## config.mk

```make
export PLATFORM = sky130hd
export DESIGN_NAME = vrased_reset_seq
export DESIGN_NICKNAME = d
export VERILOG_FILES = /design/src/rtl/vrased_pkg.sv /design/src/rtl/vrased_rst_timer.sv /design/src/rtl/vrased_reset_seq.sv
export SDC_FILE = /design/constraint.sdc
export NUM_CORES = 1
export LEC_CHECK = 0
export ABC_AREA = 1
export BUFFER_PORTS_ARGS = -buffer_cell sky130_fd_sc_hd__buf_2
export CAP_MARGIN = 10
export CORE_UTILIZATION = 48
export DETAILED_ROUTE_END_ITERATION = 10
export PLACE_DENSITY = 0.81
export REMOVE_ABC_BUFFERS = 1
export SYNTH_ARGS = -nofsm -noshare
export SYNTH_HDL_FRONTEND = slang
export SYNTH_SLANG_ARGS = --single-unit
```

## constraint.sdc

```tcl
create_clock -name i_clk -period 2.1 [get_ports i_clk]
set_input_delay 0.63 -clock i_clk [delete_from_list [all_inputs] [get_ports i_clk]]
set_output_delay 0.63 -clock i_clk [all_outputs]
set_load 0.1 [all_outputs]
```

## src/rtl/vrased_pkg.sv

```systemverilog
// Shared constants for the VRASED reset sequencer: violation source indices,
// sequencer state encoding and the timer width helper.
package vrased_pkg;

  localparam int SRC_X_STACK  = 0;
  localparam int SRC_AC       = 1;
  localparam int SRC_ATOM     = 2;
  localparam int SRC_DMA_AC   = 3;
  localparam int SRC_DMA_DET  = 4;
  localparam int SRC_DMA_XSTK = 5;

  typedef enum logic [1:0] {
    ST_IDLE  = 2'd0,
    ST_HOLD  = 2'd1,
    ST_DRAIN = 2'd2
  } state_t;

  // Bits needed to hold max(a,b)-1, never less than one.
  function automatic int tmr_w(input int a, input int b);
    int m;
    m = (a > b) ? a : b;
    return (m <= 2) ? 1 : $clog2(m);
  endfunction

endpackage

```

## src/rtl/vrased_rst_timer.sv

```systemverilog
// Loadable down-counter with zero flag; one instance serves both the HOLD
// and DRAIN phases of the reset sequencer.
module vrased_rst_timer #(
  parameter int W = 2
) (
  input  logic         i_clk,
  input  logic         i_reset,
  input  logic         i_load,
  input  logic [W-1:0] i_load_val,
  input  logic         i_dec,
  output logic         o_zero
);

  logic [W-1:0] r_cnt;

  always_ff @(posedge i_clk) begin
    if (i_reset)     r_cnt <= '0;
    else if (i_load) r_cnt <= i_load_val;
    else if (i_dec && (r_cnt != '0)) r_cnt <= r_cnt - 1'b1;
  end

  assign o_zero = (r_cnt == '0);

endmodule

```

## src/rtl/vrased_reset_seq.sv

```systemverilog
// Sequences the MCU reset on VRASED monitor violations: immediate assertion,
// minimum hold, quiet-period drain, plus sticky cause / event count / fault PC.
module vrased_reset_seq
  import vrased_pkg::*;
#(
  parameter int NUM_SRC  = 6,
  parameter int RST_HOLD = 4,
  parameter int QUIET    = 2,
  parameter int CNT_W    = 8
) (
  input  logic               i_clk,
  input  logic               i_reset,
  input  logic [NUM_SRC-1:0] i_viol,
  input  logic [15:0]        i_pc,
  input  logic               i_cause_clr,
  output logic               o_cpu_reset,
  output logic [NUM_SRC-1:0] o_cause,
  output logic [CNT_W-1:0]   o_viol_count,
  output logic [15:0]        o_fault_pc,
  output logic               o_busy
);

  localparam int TW = tmr_w(RST_HOLD, QUIET);
  localparam logic [TW-1:0] HOLD_LD  = TW'(RST_HOLD - 1);
  localparam logic [TW-1:0] QUIET_LD = TW'(QUIET - 1);

  state_t             r_state;
  logic [NUM_SRC-1:0] r_cause;
  logic [CNT_W-1:0]   r_count;
  logic [15:0]        r_fault_pc;

  logic          w_any;
  logic          w_tmr_load;
  logic [TW-1:0] w_tmr_val;
  logic          w_tmr_dec;
  logic          w_tmr_zero;

  assign w_any = |i_viol;

  always_comb begin
    w_tmr_load = 1'b0;
    w_tmr_val  = HOLD_LD;
    w_tmr_dec  = 1'b0;
    case (r_state)
      ST_IDLE: w_tmr_load = w_any;
      ST_HOLD: begin
        w_tmr_load = w_tmr_zero;
        w_tmr_val  = QUIET_LD;
        w_tmr_dec  = !w_tmr_zero;
      end
      ST_DRAIN: begin
        w_tmr_load = w_any;
        w_tmr_val  = QUIET_LD;
        w_tmr_dec  = !w_any;
      end
      default: ;
    endcase
  end

  vrased_rst_timer #(.W(TW)) u_timer (
    .i_clk      (i_clk),
    .i_reset    (i_reset),
    .i_load     (w_tmr_load),
    .i_load_val (w_tmr_val),
    .i_dec      (w_tmr_dec),
    .o_zero     (w_tmr_zero)
  );

  always_ff @(posedge i_clk) begin
    if (i_reset) begin
      r_state    <= ST_IDLE;
      r_cause    <= '0;
      r_count    <= '0;
      r_fault_pc <= '0;
    end else begin
      case (r_state)
        ST_IDLE: begin
          // A clear pulse coinciding with a violation keeps only the new bits.
          if (i_cause_clr) r_cause <= i_viol;
          else             r_cause <= r_cause | i_viol;
          if (w_any) begin
            r_state    <= ST_HOLD;
            r_fault_pc <= i_pc;
            if (r_count != '1) r_count <= r_count + 1'b1;
          end
        end
        ST_HOLD: begin
          r_cause <= r_cause | i_viol;
          if (w_tmr_zero) r_state <= ST_DRAIN;
        end
        ST_DRAIN: begin
          r_cause <= r_cause | i_viol;
          if (!w_any && w_tmr_zero) r_state <= ST_IDLE;
        end
        default: r_state <= ST_IDLE;
      endcase
    end
  end

  // Violation path is purely combinational so the core sees reset in the same cycle.
  assign o_cpu_reset  = i_reset | w_any | (r_state != ST_IDLE);
  assign o_cause      = r_cause;
  assign o_viol_count = r_count;
  assign o_fault_pc   = r_fault_pc;
  assign o_busy       = (r_state != ST_IDLE);

endmodule

```

==> summary.md, run 1 <==
| Metric | Value |
|---|---|
| CTS tree | `yes` |
| Vias in the first global route | `1389` |
| Cell area after synthesis | `1610 µm²` |
| Slew Viols, Final | `0` |
| Antenna cells | `0` |
| Clock Latency Late Sink | `0.35 ns` |
| Cts bufs inserted | `5` |
| Wl on met1 | `1.56 mm` |
| Pre-CTS WS | `-0.118 ns` |
| Top Metal Used | `met4` |
| P_int | `1.69 mW` |
| R2R depth | `11` |
| Cell with the most instances after synthesis | `nand2_1` |
| Post-synth EDFFs | `0` |
| Simple-gate portion of the synthesized area | `0.325` |
| PortBufs | `56` |
| Worst-path fanout max | `2` |
| Max-cap violation count | `0` |
| Syn. warnings | `0` |
| Main combinational cell family by area after synthesis | `simple AND/OR/NAND/NOR gates` |
| Routed WL per cell | `10.5 µm` |
| Top-level I/O count | `57` |
| Crit path launch | `i_viol[1]` |
| Clock Skews | `0.00877 ns` |
| Total die area | `3600 µm²` |
| Synth top area cells | `dfxtp_1, nand2_1, nor2_1` |
| Sequential-to-total area share from yosys stat | `0.422` |
| CP endpoint kind | `output pin` |
| Initial antenna violation count | `0` |
| DRT Pass-1 Iters | `4` |
| Fill count | `264` |
| Synth Register Bits | `34` |
| Total grt overflow | `0` |
| Power share of the clock group | `0.160` |
| Die H | `60.0 µm` |
| PwrDens | `1770 nW/µm²` |
| Via Count | `1559` |
| Commonest register cell after synthesis | `dfxtp_1` |
| Adder-Cell Fraction of Synth Area | `0.0543` |
| Setup crit start kind | `input pin` |
| Ys async rst share | `0` |
| Mapped Avg Cell Area | `7.61 µm²` |
| Largest net degree at the start of global routing | `22` |
| # setup viols final | `0` |
| Status | `completed` |
| CTS H-tree depth | `2` |
| Synth top cells by count | `nand2_1, nor2_1, dfxtp_1` |
| Initial cell density of the core | `0.516` |
| Hold path cells | `2` |
| Max Clk Rate | `481 MHz` |
| Clock transition at path regs | `0.10 ns` |
| Mux cell area share after synthesis | `0` |
| Met3 WL | `205 µm` |
| Final hold violation count | `0` |
| CTS Root Cell | `clkbuf_4` |
| Die width | `60.0 µm` |
| XOR/XNOR share of the synthesized area | `0.0217` |
| Share of power burned in registers | `0.242` |
| Hpwl dp | `2.36 mm` |
| Static Leak | `1.08 nW` |
| Final WL | `3.44 mm` |
| Layout cells sized above 1 | `0.348` |
| Global-route wire length before repair | `5.73 mm` |
| GRT Total Usage | `0.215` |
| Slew of the pin with the lowest slew margin | `0.500 ns` |
| Dominant cell type by area after synthesis | `dfxtp_1` |
| Metal2 WL | `1.59 mm` |
| Switching Fraction | `0.557` |
| # rows | `20` |
| Arr. time, crit path | `1.45 ns` |
| Worst Hold Class | `reg2reg` |
| Placeable Area | `3130 µm²` |
| Post-synthesis compound-gate area fraction | `0.115` |
| PnR worst setup slack | `0.0195 ns` |
| Area grow syn2layout | `33.5%` |
| Post-synthesis cell type count | `29` |
| Final-stage net count | `313` |
| Gpl congestion | `0.817` |
| CTS Buffer Depth | `2` |
| Max VDD drop | `724 µV` |
| WS Path Type | `in2out` |
| Slew HR | `0.669` |
| Clk sinks | `34` |
| Area share of the largest cell type after synthesis | `0.422` |
| Tmin final | `2.08 ns` |
| Period Utilization, post-route | `0.991` |
| Vias/cell | `4.78` |
| Design Power | `3.81 mW` |
| Final ANT Viol Nets | `0` |
| Sw power | `2.12 mW` |
| Critical R2R Launch | `r_state[1]` |
| Hold Startpoint | `o_cause[2]` |
| Iter 0 DRT Violations | `82` |
| WP data required | `1.47 ns` |
| Gate power share | `0.598` |
| Residual DRC count | `0` |
| Cells after Synth | `212` |
| Unrepaired setup endpoints after global routing | `yes` |
==> logic make-up after synthesis <==
| family | Yosys count |
|---|---|
| flip-flops | 34 |
| AND/OR/NAND/NOR | 111 |
| AO/OA/AOI/OAI | 34 |
| XOR/XNOR | 4 |
| buffers and inverters | 22 |
| adder cells (fa/ha/maj) | 7 |
==> layer usage <==
metal,vias up,track usage
li1,815,-
met2,40,0.363
met4,0,0.0797
met1,694,0.242
met3,10,0.0866
met5,-,0
==> power groups by stage <==
stage	sequential [mW]	combinational, mW	clock (mW)
3_5_place_dp	0.939	2.21	0
3_3_place_gp	0.933	2.19	0
2_1_floorplan	2.01	0.747	0
6_report	0.921	2.28	0.610
5_1_grt	0.942	2.44	0.658
4_1_cts	0.919	2.25	0.623
==> final cells by class <==
cell class	count	area [µm²]	area share
Clock inverter	3	68.8	0.0320
Tap cell	44	55.1	0.0256
Multi-Input combinational cell	156	847	0.393
Sequential cell	34	683	0.317
Timing Repair Buffer	67	393	0.182
Clock buffer	5	37.5	0.0174
Inverter	17	68.8	0.0320
==> metrics by stage <==
stage                     TNS [ns]   util  cells  hold WS, ns  area (µm²)
after floorplan                  0      -    207        0.476        1580
after global placement      -0.117  0.632    313        0.447        1980
after detailed placement    -0.118  0.632    313        0.454        1980
after global routing       -0.0511  0.688    326        0.490        2150
after CTS                        0  0.680    324        0.472        2130
final                            0  0.688    326        0.468        2150
==> worst max-delay path: stages <==
cell and delay [ns]:
buf_2 0.11, nor2_2 0.13, nand4_1 0.12, or2_4 0.28, buf_12 0.17
==> repair_timing <==
action                                  CTS  global route
resized for setup                         8             4
setup buffers                             3             2
hold buffers                              0             0
endpoints found under the setup margin    2             1
pin swaps                                 1             2
cloned                                    0             0
==> final timing paths <==
path / endpoint / slack [ns]
setup / recovery: o_cpu_reset / 0.02
hold / removal: o_cause[2] / 0.47
setup reg to reg: u_timer.r_cnt[0] / 0.54
hold reg to reg: o_cause[2] / 0.47
==> state kept, by name, summed over array words and instances (netlist names) <==
name and flops:
o_fault_pc 16, r_state 2, u_timer.r_cnt 2, o_viol_count 8, o_cause 6
==> placed cells by master, fill, tap and decap left out, types with 2 or more instances in the layout <==
cell type	count
a21oi_1	16
buf_12	2
buf_2	54
buf_4	11
bufinv_16	2
clkbuf_4	5
dfxtp_1	32
dfxtp_2	2
ha_1	6
inv_1	12
inv_2	4
nand2_1	44
nand2_2	2
nand3_1	8
nand4_1	2
nor2_1	42
nor2_2	4
nor2_4	2
o21ai_0	16
xnor2_1	3
(Power assumes the default switching activity.)
==> run 2, diff against run 1 <==
Settings changed: CORE_UTILIZATION 48 to 49, PLACE_DENSITY 0.81 to 0.83.
==> run 2 against run 1 <==
Routed wire length fell by 3.0%. Sequential power barely moved. Register-to-register slack improved by 0.06 ns. Sequential share of layout area up 0.64 points. Highest routed layer unchanged. Critical endpoint unchanged.
==> summary.md, run 2 (synthesis results as in run 1) <==
| Metric | Value |
|---|---|
| Routed WL per cell | `10.2 µm (-3.0%)` |
| Final-stage net count | `313 (unchanged)` |
| Max Clk Rate | `486 MHz (+1.1%)` |
| Slew Viols, Final | `0 (unchanged)` |
| Initial cell density of the core | `0.524 (+0.00838)` |
| Top-level I/O count | `57 (unchanged)` |
| Slew HR | `0.665 (-0.00388)` |
| Iter 0 DRT Violations | `76 (-7.3%)` |
| # setup viols final | `0 (unchanged)` |
| Die width | `59.4 µm (-0.99%)` |
| Tmin final | `2.06 ns (-0.0235 ns)` |
| CTS tree | `yes` |
| Gpl congestion | `0.802 (-1.8%)` |
| Max-cap violation count | `0 (unchanged)` |
| Residual DRC count | `0 (unchanged)` |
| Setup tns final | `0 ns (unchanged)` |
| Global-route wire length before repair | `5.16 mm (-9.9%)` |
| Clk sinks | `34 (unchanged)` |
| Max reg flops | `16 (unchanged)` |
| PortBufs | `56 (unchanged)` |
| Total die area | `3520 µm² (-2.0%)` |
| CTS hold repair buffers | `0 (unchanged)` |
| Commonest non-fill, non-tap cell in the layout | `buf_2` |
| Worst-path fanout max | `3 (+1)` |
| Hold slack | `0.465 ns (-0.00214 ns)` |
| Vias/cell | `4.73 (-1.2%)` |
| CP max-delay cell | `dfxtp_2` |
| Most frequent cells in the layout | `buf_2, nand2_1, nor2_1` |
| DRT Pass-1 Iters | `4 (unchanged)` |
| Unrepaired setup endpoints after global routing | `yes` |
| Initial antenna violation count | `0 (unchanged)` |
| GRT Total Usage | `0.198 (-0.0170)` |
| Total grt overflow | `0 (unchanged)` |
| Worst path max stage delay | `0.34 ns (+0.06 ns)` |
| Period Utilization, post-route | `0.980 (-0.0112)` |
| Final ANT Viol Nets | `0 (unchanged)` |
| Final hold violation count | `0 (unchanged)` |
| Pre-CTS WS | `-0.0803 ns (+0.0372 ns)` |
| Vias in the first global route | `1251 (-9.9%)` |
| Die H | `59.4 µm (-0.99%)` |
| Cts bufs inserted | `5 (unchanged)` |
| Status | `completed` |
| Worst Hold Class | `reg2reg` |
| Setup crit start kind | `flip-flop` |
| PnR worst setup slack | `0.0430 ns (+0.0235 ns)` |
| Largest net degree at the start of global routing | `19 (-14%)` |
| Via Count | `1541 (-1.2%)` |
| CTS H-tree depth | `2 (unchanged)` |
| Static Leak | `1.06 nW (-1.8%)` |
| Slew of the pin with the lowest slew margin | `0.506 ns (+0.00585 ns)` |
| CTS Root Cell | `clkbuf_4` |
| Clock Latency Late Sink | `0.34 ns (about the same)` |
| Arr. time, crit path | `1.43 ns (-0.02 ns)` |
| Hpwl dp | `2.38 mm (+1.1%)` |
| Crit path cell chain | `inv_2 -> ha_4 -> nand4_1 -> or2_4 -> buf_12` |
| WS Path Type | `reg2out` |
| Layout cells sized above 1 | `0.344 (-0.00355)` |
| # rows | `20 (unchanged)` |
| Area grow syn2layout | `30.9%` |
| Clock transition at path regs | `0.10 ns (about the same)` |
| Antenna cells | `0 (unchanged)` |
| WP data required | `1.47 ns (about the same)` |
| PwrDens | `1690 nW/µm² (-4.2%)` |
| Final WL | `3.33 mm (-3.0%)` |
| Max VDD drop | `726 µV (+0.28%)` |
| CP endpoint kind | `output pin` |
| CTS Buffer Depth | `2 (unchanged)` |
| Placeable Area | `3080 µm² (-1.6%)` |
| Clock Skews | `0.00497 ns (-0.00380 ns)` |
==> run 2: changes by cell type in the layout (fill, tap and decap cells not counted) <==
cell,previous run,this run
clkinv_4,1,0
inv_1,12,13
clkinv_2,0,1
clkinvlp_4,0,1
inv_2,4,3
clkbuf_8,0,1
bufinv_16,2,0
==> run 2: layer usage <==
layer	vias to the layer above	routed length [µm]	global-route usage	part of all wire
li1	816	-	-	-
met1	689	1530	0.240	0.46
met2	30	1580	0.318	0.47
met3	6	151	0.0611	0.045
met4	0	65	0.0952	0.020
met5	-	0	0	0
==> run 2: timing repair <==
action / in CTS / in global routing
pin swaps: 0 / 3
setup endpoints to repair: 2 / 1
resized for setup: 8 / 3
buffers inserted: 2 / 2
==> run 2: path summary, 6_finish.rpt <==
kind | from | cells past startpoint | endpoint | slack [ns]
setup / recovery | r_state[0] | 5 | o_cpu_reset | 0.04
hold / removal | o_cause[4] | 2 | o_cause[4] | 0.47
setup reg to reg | r_state[0] | 10 | u_timer.r_cnt[0] | 0.60
hold reg to reg | o_cause[4] | 2 | o_cause[4] | 0.47
==> run 2: cell type report <==
type | instances | area (µm²)
clock buffer | 6 | 51.3
tap | 44 | 55.1
clock inverter | 2 | 12.5
multi-input combinational | 156 | 847
sequential | 34 | 683
timing repair buffer | 67 | 393
fill | 255 | 967
inverter | 17 | 68.8
==> run 2: worst max-delay path: cells and delay by family, from the launching register on <==
family,cells,cell delay (ns)
AND/OR/NAND/NOR,2,0.37
flip-flops,1,0.34
buffers and inverters,2,0.24
adder cells (fa/ha/maj),1,0.13
==> run 2: stage by stage <==
stage,utilization,instances,power (mW),area (µm²)
2_1_floorplan,-,207,2.76,1580
3_3_place_gp,0.645,314,3.12,1980
3_5_place_dp,0.645,314,3.14,1980
4_1_cts,0.677,324,3.56,2080
5_1_grt,0.686,326,3.79,2110
6_report,0.686,326,3.58,2110
==> run 2: where the power goes <==
part | total, mW | leakage, nW | switching, mW | internal (mW)
logic | 2.27 | 0.745 | 1.78 | 0.483
clock network | 0.389 | 0.0343 | 0.228 | 0.161
registers | 0.921 | 0.282 | 0.0951 | 0.826
total | 3.58 | 1.06 | 2.11 | 1.47
